<file path="src/rtl/rect_fill.sv">
// Rectangle-fill engine driving VRAM port A: clips a command rectangle to the
// framebuffer and writes one pixel per clock in row-major order.
`timescale 1ns/1ps
module rect_fill #(
  parameter int FB_W   = 320,
  parameter int FB_H   = 240,
  parameter int ADDR_W = 17
) (
  input  logic              write_clk,
  input  logic              reset,
  input  logic              cmd_valid,
  output logic              cmd_ready,
  input  logic [8:0]        cmd_x,
  input  logic [7:0]        cmd_y,
  input  logic [8:0]        cmd_w,
  input  logic [7:0]        cmd_h,
  input  logic [11:0]       cmd_color,
  output logic              busy,
  output logic              done,
  output logic [ADDR_W-1:0] write_addr,
  output logic [11:0]       write_data,
  output logic              write_en
);

  typedef enum logic [1:0] {
    S_IDLE,
    S_SETUP,
    S_FILL,
    S_DONE
  } state_t;

  localparam logic [ADDR_W-1:0] ROW_STEP = ADDR_W'(FB_W);
  localparam logic [ADDR_W-1:0] ONE_A    = ADDR_W'(1);
  localparam logic [9:0]        FB_W10   = 10'(FB_W);
  localparam logic [9:0]        FB_H10   = 10'(FB_H);

  state_t state_q, state_d;

  logic [8:0]        x_q, w_q;
  logic [7:0]        y_q, h_q;
  logic [11:0]       color_q;

  logic [8:0]        wc_q, col_q;
  logic [7:0]        hc_q, row_q;
  logic [ADDR_W-1:0] row_base_q;

  logic [9:0]        avail_w, avail_h, wc_calc, hc_calc;
  logic [ADDR_W-1:0] base_calc;
  logic              setup_empty, last_col, last_row;

  // NOTE: the captured command is only read after a handshake loads it, so
  // these registers carry no reset; control state below is reset.
  always_ff @(posedge write_clk) begin
    if (cmd_valid && cmd_ready) begin
      x_q     <= cmd_x;
      y_q     <= cmd_y;
      w_q     <= cmd_w;
      h_q     <= cmd_h;
      color_q <= cmd_color;
    end
  end

  // Clipping is done at 10 bits so FB_W-x and FB_H-y never wrap.
  always_comb begin
    avail_w = FB_W10 - {1'b0, x_q};
    avail_h = FB_H10 - {2'b00, y_q};
    wc_calc = 10'd0;
    hc_calc = 10'd0;
    if ({1'b0, x_q} < FB_W10)
      wc_calc = ({1'b0, w_q} < avail_w) ? {1'b0, w_q} : avail_w;
    if ({2'b00, y_q} < FB_H10)
      hc_calc = ({2'b00, h_q} < avail_h) ? {2'b00, h_q} : avail_h;
    setup_empty = (wc_calc == 10'd0) || (hc_calc == 10'd0);
  end

  generate
    if (FB_W == 320) begin : g_base_shift
      // 320*y = 256*y + 64*y, so the row base needs no multiplier.
      assign base_calc = ADDR_W'({y_q, 8'b0}) + ADDR_W'({y_q, 6'b0}) + ADDR_W'(x_q);
    end else begin : g_base_mult
      assign base_calc = ADDR_W'(y_q) * ROW_STEP + ADDR_W'(x_q);
    end
  endgenerate

  assign last_col = (col_q == wc_q - 9'd1);
  assign last_row = (row_q == hc_q - 8'd1);

  always_ff @(posedge write_clk) begin
    if (reset) state_q <= S_IDLE;
    else       state_q <= state_d;
  end

  always_comb begin
    state_d = state_q;
    case (state_q)
      S_IDLE:  if (cmd_valid && cmd_ready) state_d = S_SETUP;
      S_SETUP: state_d = setup_empty ? S_DONE : S_FILL;
      S_FILL:  if (last_col && last_row) state_d = S_DONE;
      S_DONE:  state_d = S_IDLE;
      default: state_d = S_IDLE;
    endcase
  end

  // Outputs are registered from the next state so they line up with it.
  always_ff @(posedge write_clk) begin
    if (reset) begin
      cmd_ready  <= 1'b1;
      busy       <= 1'b0;
      done       <= 1'b0;
      write_en   <= 1'b0;
      write_addr <= '0;
      write_data <= '0;
      wc_q       <= '0;
      hc_q       <= '0;
      col_q      <= '0;
      row_q      <= '0;
      row_base_q <= '0;
    end else begin
      cmd_ready <= (state_d == S_IDLE);
      busy      <= (state_d != S_IDLE);
      done      <= (state_d == S_DONE);
      write_en  <= (state_d == S_FILL);

      case (state_q)
        S_SETUP: begin
          wc_q       <= wc_calc[8:0];
          hc_q       <= hc_calc[7:0];
          col_q      <= '0;
          row_q      <= '0;
          row_base_q <= base_calc;
          if (!setup_empty) begin
            write_addr <= base_calc;
            write_data <= color_q;
          end
        end
        S_FILL: begin
          if (!last_col) begin
            col_q      <= col_q + 9'd1;
            write_addr <= row_base_q + ADDR_W'(col_q) + ONE_A;
          end else if (!last_row) begin
            col_q      <= '0;
            row_q      <= row_q + 8'd1;
            row_base_q <= row_base_q + ROW_STEP;
            write_addr <= row_base_q + ROW_STEP;
          end
        end
        default: ;
      endcase
    end
  end

endmodule

</file>
<file path="config.mk">
export PLATFORM = sky130hd
export DESIGN_NAME = rect_fill
export DESIGN_NICKNAME = d
export VERILOG_FILES = /design/src/rtl/rect_fill.sv
export SDC_FILE = /design/constraint.sdc
export NUM_CORES = 1
export LEC_CHECK = 0
export BUFFER_PORTS_ARGS = -buffer_cell sky130_fd_sc_hd__buf_2
export CELL_PAD_IN_SITES_DETAIL_PLACEMENT = 0
export CELL_PAD_IN_SITES_GLOBAL_PLACEMENT = 1
export CORE_MARGIN = 10
export CORE_UTILIZATION = 40
export CTS_CLUSTER_SIZE = 40
export DETAILED_ROUTE_END_ITERATION = 6
export PLACE_DENSITY = 0.72
export SETUP_SLACK_MARGIN = 0.5
export SLEW_MARGIN = 20
export SYNTH_ARGS = -nofsm -noshare
export SYNTH_HDL_FRONTEND = slang
export SYNTH_SLANG_ARGS = --single-unit
</file>
<file path="constraint.sdc">
create_clock -name write_clk -period 9.3 [get_ports write_clk]
set_input_delay 1.86 -clock write_clk [delete_from_list [all_inputs] [get_ports write_clk]]
set_output_delay 1.86 -clock write_clk [all_outputs]
set_load 0.05 [all_outputs]
</file>
## After elaboration in Yosys (flattened, before gate mapping)

Index checks and enable logic that the tools add are counted.

| cells by class | value |
|---|---|
| divide/modulo/power cells | 0 |
| bitwise gates (word level) | 1 |
| multiply operators | 0 |
| magnitude comparators | 4 |
| multiplexer cells | 20 |
| reduce and logical (&&, ||, !) cells | 13 |
| eq/ne operators | 11 |
| $add $sub $neg | 11 |
| shift operators | 0 |

Operators by type and width:

| cell | number |
|---|---|
| 17-bit two-way mux | 4 |
| 17-bit one-hot mux with 2 select lines | 2 |
| 10-bit two-way mux | 4 |
| 17-bit by 9-bit adder with 17-bit output | 2 |
| 10-bit zero test | 2 |
| 9-bit two-way mux | 2 |
| 9-bit one-hot mux with 2 select lines | 1 |
| 16-bit by 14-bit adder with 17-bit output | 1 |
| 17-bit by 1-bit adder with 17-bit output (second input constant) | 1 |
| 17-bit by 9-bit adder with 17-bit output (second input constant) | 1 |
| 8-bit two-way mux | 2 |
| 8-bit one-hot mux with 2 select lines | 1 |
| 8-bit by 10-bit less-than comparator with 1-bit output | 1 |
| 9-bit by 10-bit less-than comparator with 1-bit output | 1 |
| 9-bit by 9-bit subtractor with 10-bit output (first input constant) | 1 |
| 9-bit by 1-bit adder with 9-bit output (second input constant) | 1 |
| 9-bit equality test | 1 |
| 9-bit less-than comparator (second input constant) | 1 |
| 8-bit by 8-bit subtractor with 9-bit output (first input constant) | 1 |
| 9-bit by 1-bit subtractor with 9-bit output (second input constant) | 1 |
| 8-bit by 1-bit adder with 8-bit output (second input constant) | 1 |
| 2-bit equality test (second input constant) | 4 |
| 8-bit equality test | 1 |
| 8-bit less-than comparator (second input constant) | 1 |
| 14 further kinds | 22 |

| word-level totals | value |
|---|---|
| memories kept | 0 |
| logic and storage cells | 77 |
| flip-flop bits (word level) | 132 |
| memory bits (read-only) | 0 |
| bits in latches | 0 |
| RAM bits | 0 |

## Logic depth before layout (Yosys ltp)

| logic depth | value |
|---|---|
| depth in word-level cells | 9 |
| gate-level depth with buffers | 18 |
| mapped depth without buffers | 16 |

## Worst setup path after synthesis

OpenSTA, ideal clock, no wires.

| timing path | value |
|---|---|
| kind | reg-to-reg |
| from | register y_q[2] |
| to | register write_data[10] |
| arrival | 3762 ps |
| path buffers | 2 |
| cell stages (with the launch flop) | 16 |
| path slack | 5411 ps |
| clock period less this slack | 3889 ps |
| required time | 9172 ps |
| cells stage by stage | edfxtp_1 > or4_1 > nor3b_1 > xor2_1 > ha_1 > a21o_1 > a2111oi_0 > o21a_1 > nor2_1 > buf_2 > o221ai_1 > o311ai_1 > o211ai_1 > buf_4 > mux2i_1 > nor2_1 |

| on the way | value |
|---|---|
| longest elaborated chain between the ends | 8 |

RTL lines:

| what | RTL line | text |
|---|---|---|
| start, declared | 40 | `logic [7:0] y_q, h_q;` |
| start signal, assigned | 56 | `y_q <= cmd_y;` |
| 8-bit by 8-bit subtractor with 9-bit output | 66 | `avail_h = FB_H10 - {2'b00, y_q};` |
| 8-bit by 10-bit less-than comparator with 1-bit output | 72 | `hc_calc = ({2'b00, h_q} < avail_h) ? {2'b00, h_q} : avail_h;` |
| 10-bit two-way mux | 72 |  |
| 10-bit two-way mux * | 71 | `if ({2'b00, y_q} < FB_H10)` |
| 10-bit zero test * | 73 | `setup_empty = (wc_calc == 10'd0) \|\| (hc_calc == 10'd0);` |
| 1-bit logical OR * | 73 |  |
| 1-bit inverter (no source line) * | -- |  |
| 2-bit AND reduction (no source line) * | -- |  |
| end signal, assigned | 133 | `write_data <= color_q;` |
| end, declared | 21 | `output logic [11:0] write_data,` |

Every way passes the cells marked *; elsewhere a longest branch is shown, timed or not.
A chain may end at the register's enable or synchronous reset.

## Final worst setup path

| timing path | value |
|---|---|
| from | register y_q[0] |
| to | register write_addr[2] |

| on the way | value |
|---|---|
| longest elaborated chain between the ends | 8 |

RTL lines:

| what | RTL line | text |
|---|---|---|
| 8-bit by 8-bit subtractor with 9-bit output | 66 |  |
| 8-bit by 10-bit less-than comparator with 1-bit output | 72 |  |
| 10-bit two-way mux | 72 |  |
| 10-bit two-way mux * | 71 |  |
| 10-bit zero test * | 73 |  |
| 1-bit logical OR * | 73 |  |
| 2-bit inequality test (no source line) * | -- |  |
| 3-bit AND reduction (no source line) * | -- |  |
| end signal, assigned | 132 | `write_addr <= base_calc;` |
| end signal, assigned | 139 | `write_addr <= row_base_q + ADDR_W'(col_q) + ONE_A;` |
| end signal, assigned | 144 | `write_addr <= row_base_q + ROW_STEP;` |
| end, declared | 20 | `output logic [ADDR_W-1:0] write_addr,` |

Marked as above.

==> impl_results.md <==
- Status: completed
- Mean Syn Cell Area: ~9 um2
- Switching share of power: 0.4321
- Reg clk slew, reported paths: 60 ps
- Worst Path Arrival: just over 5000 ps
- Synth area leader: dfxtp_1
- Most used cell, CP: nor2_1
- RSZ-0062 raised after global routing: no
- Post-Layout Inst Area: ~0.0090 mm2
- Clock Tree Root: clkbuf_16
- Post_cts resized: 0
- Share of power burned in registers: 0.309
- Pin count of the biggest net entering global routing: roughly 70
- Routability Congestion: 0.8500
- Dpl cell area: roughly 0.0084 mm2
- Max clock buf depth: 2
- CTS tree: built
- Combinational Power Share: 0.441
- Vias/cell: between 5 and 6
- Mapped Cells: 868
- # fillers: around 1900
- Distinct cells, synth: 72
- WP data required: between 9000 and 10000 ps
- Sw Pwr: 1.225 mW
- Clk sinks: about 130
- Peak VDD IR: 0.1811 mV
- Share of the synthesized area in the top cell type: 0.2216
- Power per cell area: between 300 and 400 mW/mm2
- Overall power: 2.836 mW
- Syn. warnings: 0
- Slew @ Worst Pin: 869.8 ps
- Post-Syn Nets: around 970
- Fin. max-slew vios: 0
- First-pass GRT wire length: ~35000 um
- Grt ovf: 0
- EDFF count, synth: 46
- Critical Path Max Stage Delay: 700 ps
- Share of post-route cells with drive strength above 1: 0.1388
- Synth top area cells: dfxtp_1, edfxtp_1, ha_1
- Asr flop ratio synth: 0
- PortBufs: between 80 and 90
- Crit. End Element: register
- Int Power: around 1.6 mW
- Initial Util: 0.4113
- Site Rows: 50
- Final min period: roughly 4800 ps
- Yosys reg bits: 132
- Crit-path cells: inv_1 -> ha_1 -> nor3b_1 -> nor2_1 -> xnor2_1 -> ha_1 -> o211ai_1 -> nor2_1 -> o22ai_1 -> nor2_1 -> nor2_1 -> o311ai_1 -> o21ai_2 -> nor2_1 -> a311oi_1
- Startpoint Class: register
- Postcts setup bufs: 0
- Die area: 0.02540 mm2
- All-Layer GR Usage: 0.1648
- Crit path kind: reg -> reg
- Iter 0 DRT Violations: 419
- Core region area: approximately 0.019 mm2
- Non-Filler Instances: ~1200
- Synthesis-to-finish area growth: 15.99%
- Period utilisation layout: 0.5183
- I/O pin cnt: around 80
- Nets: around 1000
- CP Max Fanout: 11
- DRC viols: 0
- Maxcap violations: 0
- Routed vias: 6545
- Sequential cell area: 0.003103 mm2
- N_diodes: 0
- Synth Flop Type: dfxtp_1
- Antenna violations before repair: 0
- Area of the multi-input gates: between 0.004 and 0.005 mm2
- Core Util, Final: 0.4770
- DRT Wirelength: 21020 um
- CTS Hold Bufs: 0
- Rel. slew slack: 0.4180
- Drt pass-1 iters: 5
- Layout Skew: between 10 and 15 ps
- Critical path's slowest cell: nor2_1
- CTS Buf Count: 17
- Worst skew pair latency: between 400 and 500 ps
- Worst Hold Class: reg -> reg
- Mapped Area: 0.007770 mm2
- Clock H-tree levels: 4
- DIE WIDTH: around 160 um
- Wirelength per Cell: around 17 um
- Clock power frac: 0.250
- Number of global-route vias before repair: 6393
- HPWL Detailed: approximately 16000 um
- Leakage Power: approximately 3.8 nW
- Fin. Hold Viols: 0
- Setup-failing EPs final: 0
- DP Cell Count: between 1000 and 1500
- F_max: between 0.2 and 0.25 GHz
- Die height: between 150 and 200 um
- ANT nets after route: 0
- Register area share after synthesis: 0.3994
- Post-route setup TNS: 0 ps
-- critical path, delay by kind of cell, from the launching register on --
family / cells / cell delay [ps]
flops: 1 / 510
fa+ha+maj: 2 / 490
xor+xnor: 1 / 150
compound gates: 5 / 1110
buf+inv: 1 / 100
simple gates: 6 / 2280
-- logic make-up after synthesis --
kind of cell	share of synthesized area
AND/OR/NAND/NOR	0.1858
adder cells (fa/ha/maj)	0.08664
AO/OA/AOI/OAI	0.1804
buffers and inverters	0.03462
flip-flops	0.3994
XOR/XNOR	0.07295
multiplexers	0.04026
-- routing by layer --
| layer | track usage | up-vias | part of all wire |
|---|---|---|---|
| li1 | - | 3301 | - |
| met1 | 0.2367 | 3029 | 0.51 |
| met2 | 0.2380 | 192 | 0.42 |
| met3 | 0.04648 | 23 | 0.062 |
| met4 | 0.03707 | 0 | 0.011 |
| met5 | 0 | - | 0 |
-- path summary, 6_finish.rpt --
check	cells after the start	slack, ps	to	start
worst min register to register	2	470	write_data[8]$_SDFFE_PP0P_	color_q[8]$_DFFE_PP_
worst max register to register	15	4480	write_addr[2]$_SDFFE_PP0P_	y_q[0]$_DFFE_PP_
worst max-delay path	15	4480	write_addr[2]$_SDFFE_PP0P_	y_q[0]$_DFFE_PP_
worst min-delay path	2	470	write_data[8]$_SDFFE_PP0P_	color_q[8]$_DFFE_PP_
-- flip-flops by register name, summed over array words and instances (netlist names) --
signal      flops
row_base_q     17
write_addr     17
color_q        12
write_data     12
col_q           9
w_q             9
wc_q            9
x_q             9
h_q             8
hc_q            8
row_q           8
y_q             8
state_q         2
busy            1
cmd_ready       1
done            1
write_en        1
-- through the flow --
| step | setup slack [ps] | hold slack, ps |
|---|---|---|
| 5_1_grt | 3877 | 511.9 |
| 4_1_cts | 4444 | 474.8 |
| 6_report | 4479 | 472.2 |
| 3_5_place_dp | 4486 | 468.6 |
| 2_1_floorplan | 5411 | 452.5 |
| 3_3_place_gp | 4581 | 455.3 |
-- power groups by stage --
stage,Clock (mW),Combinational [mW],Sequential [mW]
CTS,0.719,1.25,0.874
global route,0.745,1.39,0.892
detailed placement,0,1.25,0.884
floorplan,0,0.810,0.998
finish,0.709,1.25,0.875
global placement,0,1.25,0.886
-- area by class of cell --
type                            instances  share of cell area
Timing Repair Buffer                   85             0.04831
Inverter                               36             0.01499
Sequential cell                       132              0.3443
Tap cell                              260             0.03610
Multi-Input combinational cell        667              0.4883
Clock buffer                           17             0.04720
Clock inverter                         14             0.02082
-- cells in the mapped netlist, types with 8 or more instances --
cell	instances
a211oi_1	10
xor2_1	38
edfxtp_1	46
inv_1	36
dfxtp_1	86
nand4_1	14
o211ai_1	14
a21oi_1	77
nor3b_1	9
a21o_1	8
xnor2_1	24
a31oi_1	10
clkbuf_1	24
nand2_1	60
o21ai_0	37
nand3_1	16
nor3_1	31
mux2i_1	29
ha_1	49
nor2_1	121
-- placed cells by master (no fill, tap or decap), types with 31 or more instances in the layout --
master / Yosys / layout
a21oi_1: 77 / 77
buf_2: 5 / 81
dfxtp_1: 86 / 86
edfxtp_1: 46 / 46
ha_1: 49 / 49
inv_1: 36 / 36
nand2_1: 60 / 60
nor2_1: 121 / 121
nor3_1: 31 / 31
o21ai_0: 37 / 37
xor2_1: 38 / 38
Note: power is estimated with default switching activity, not from simulation.
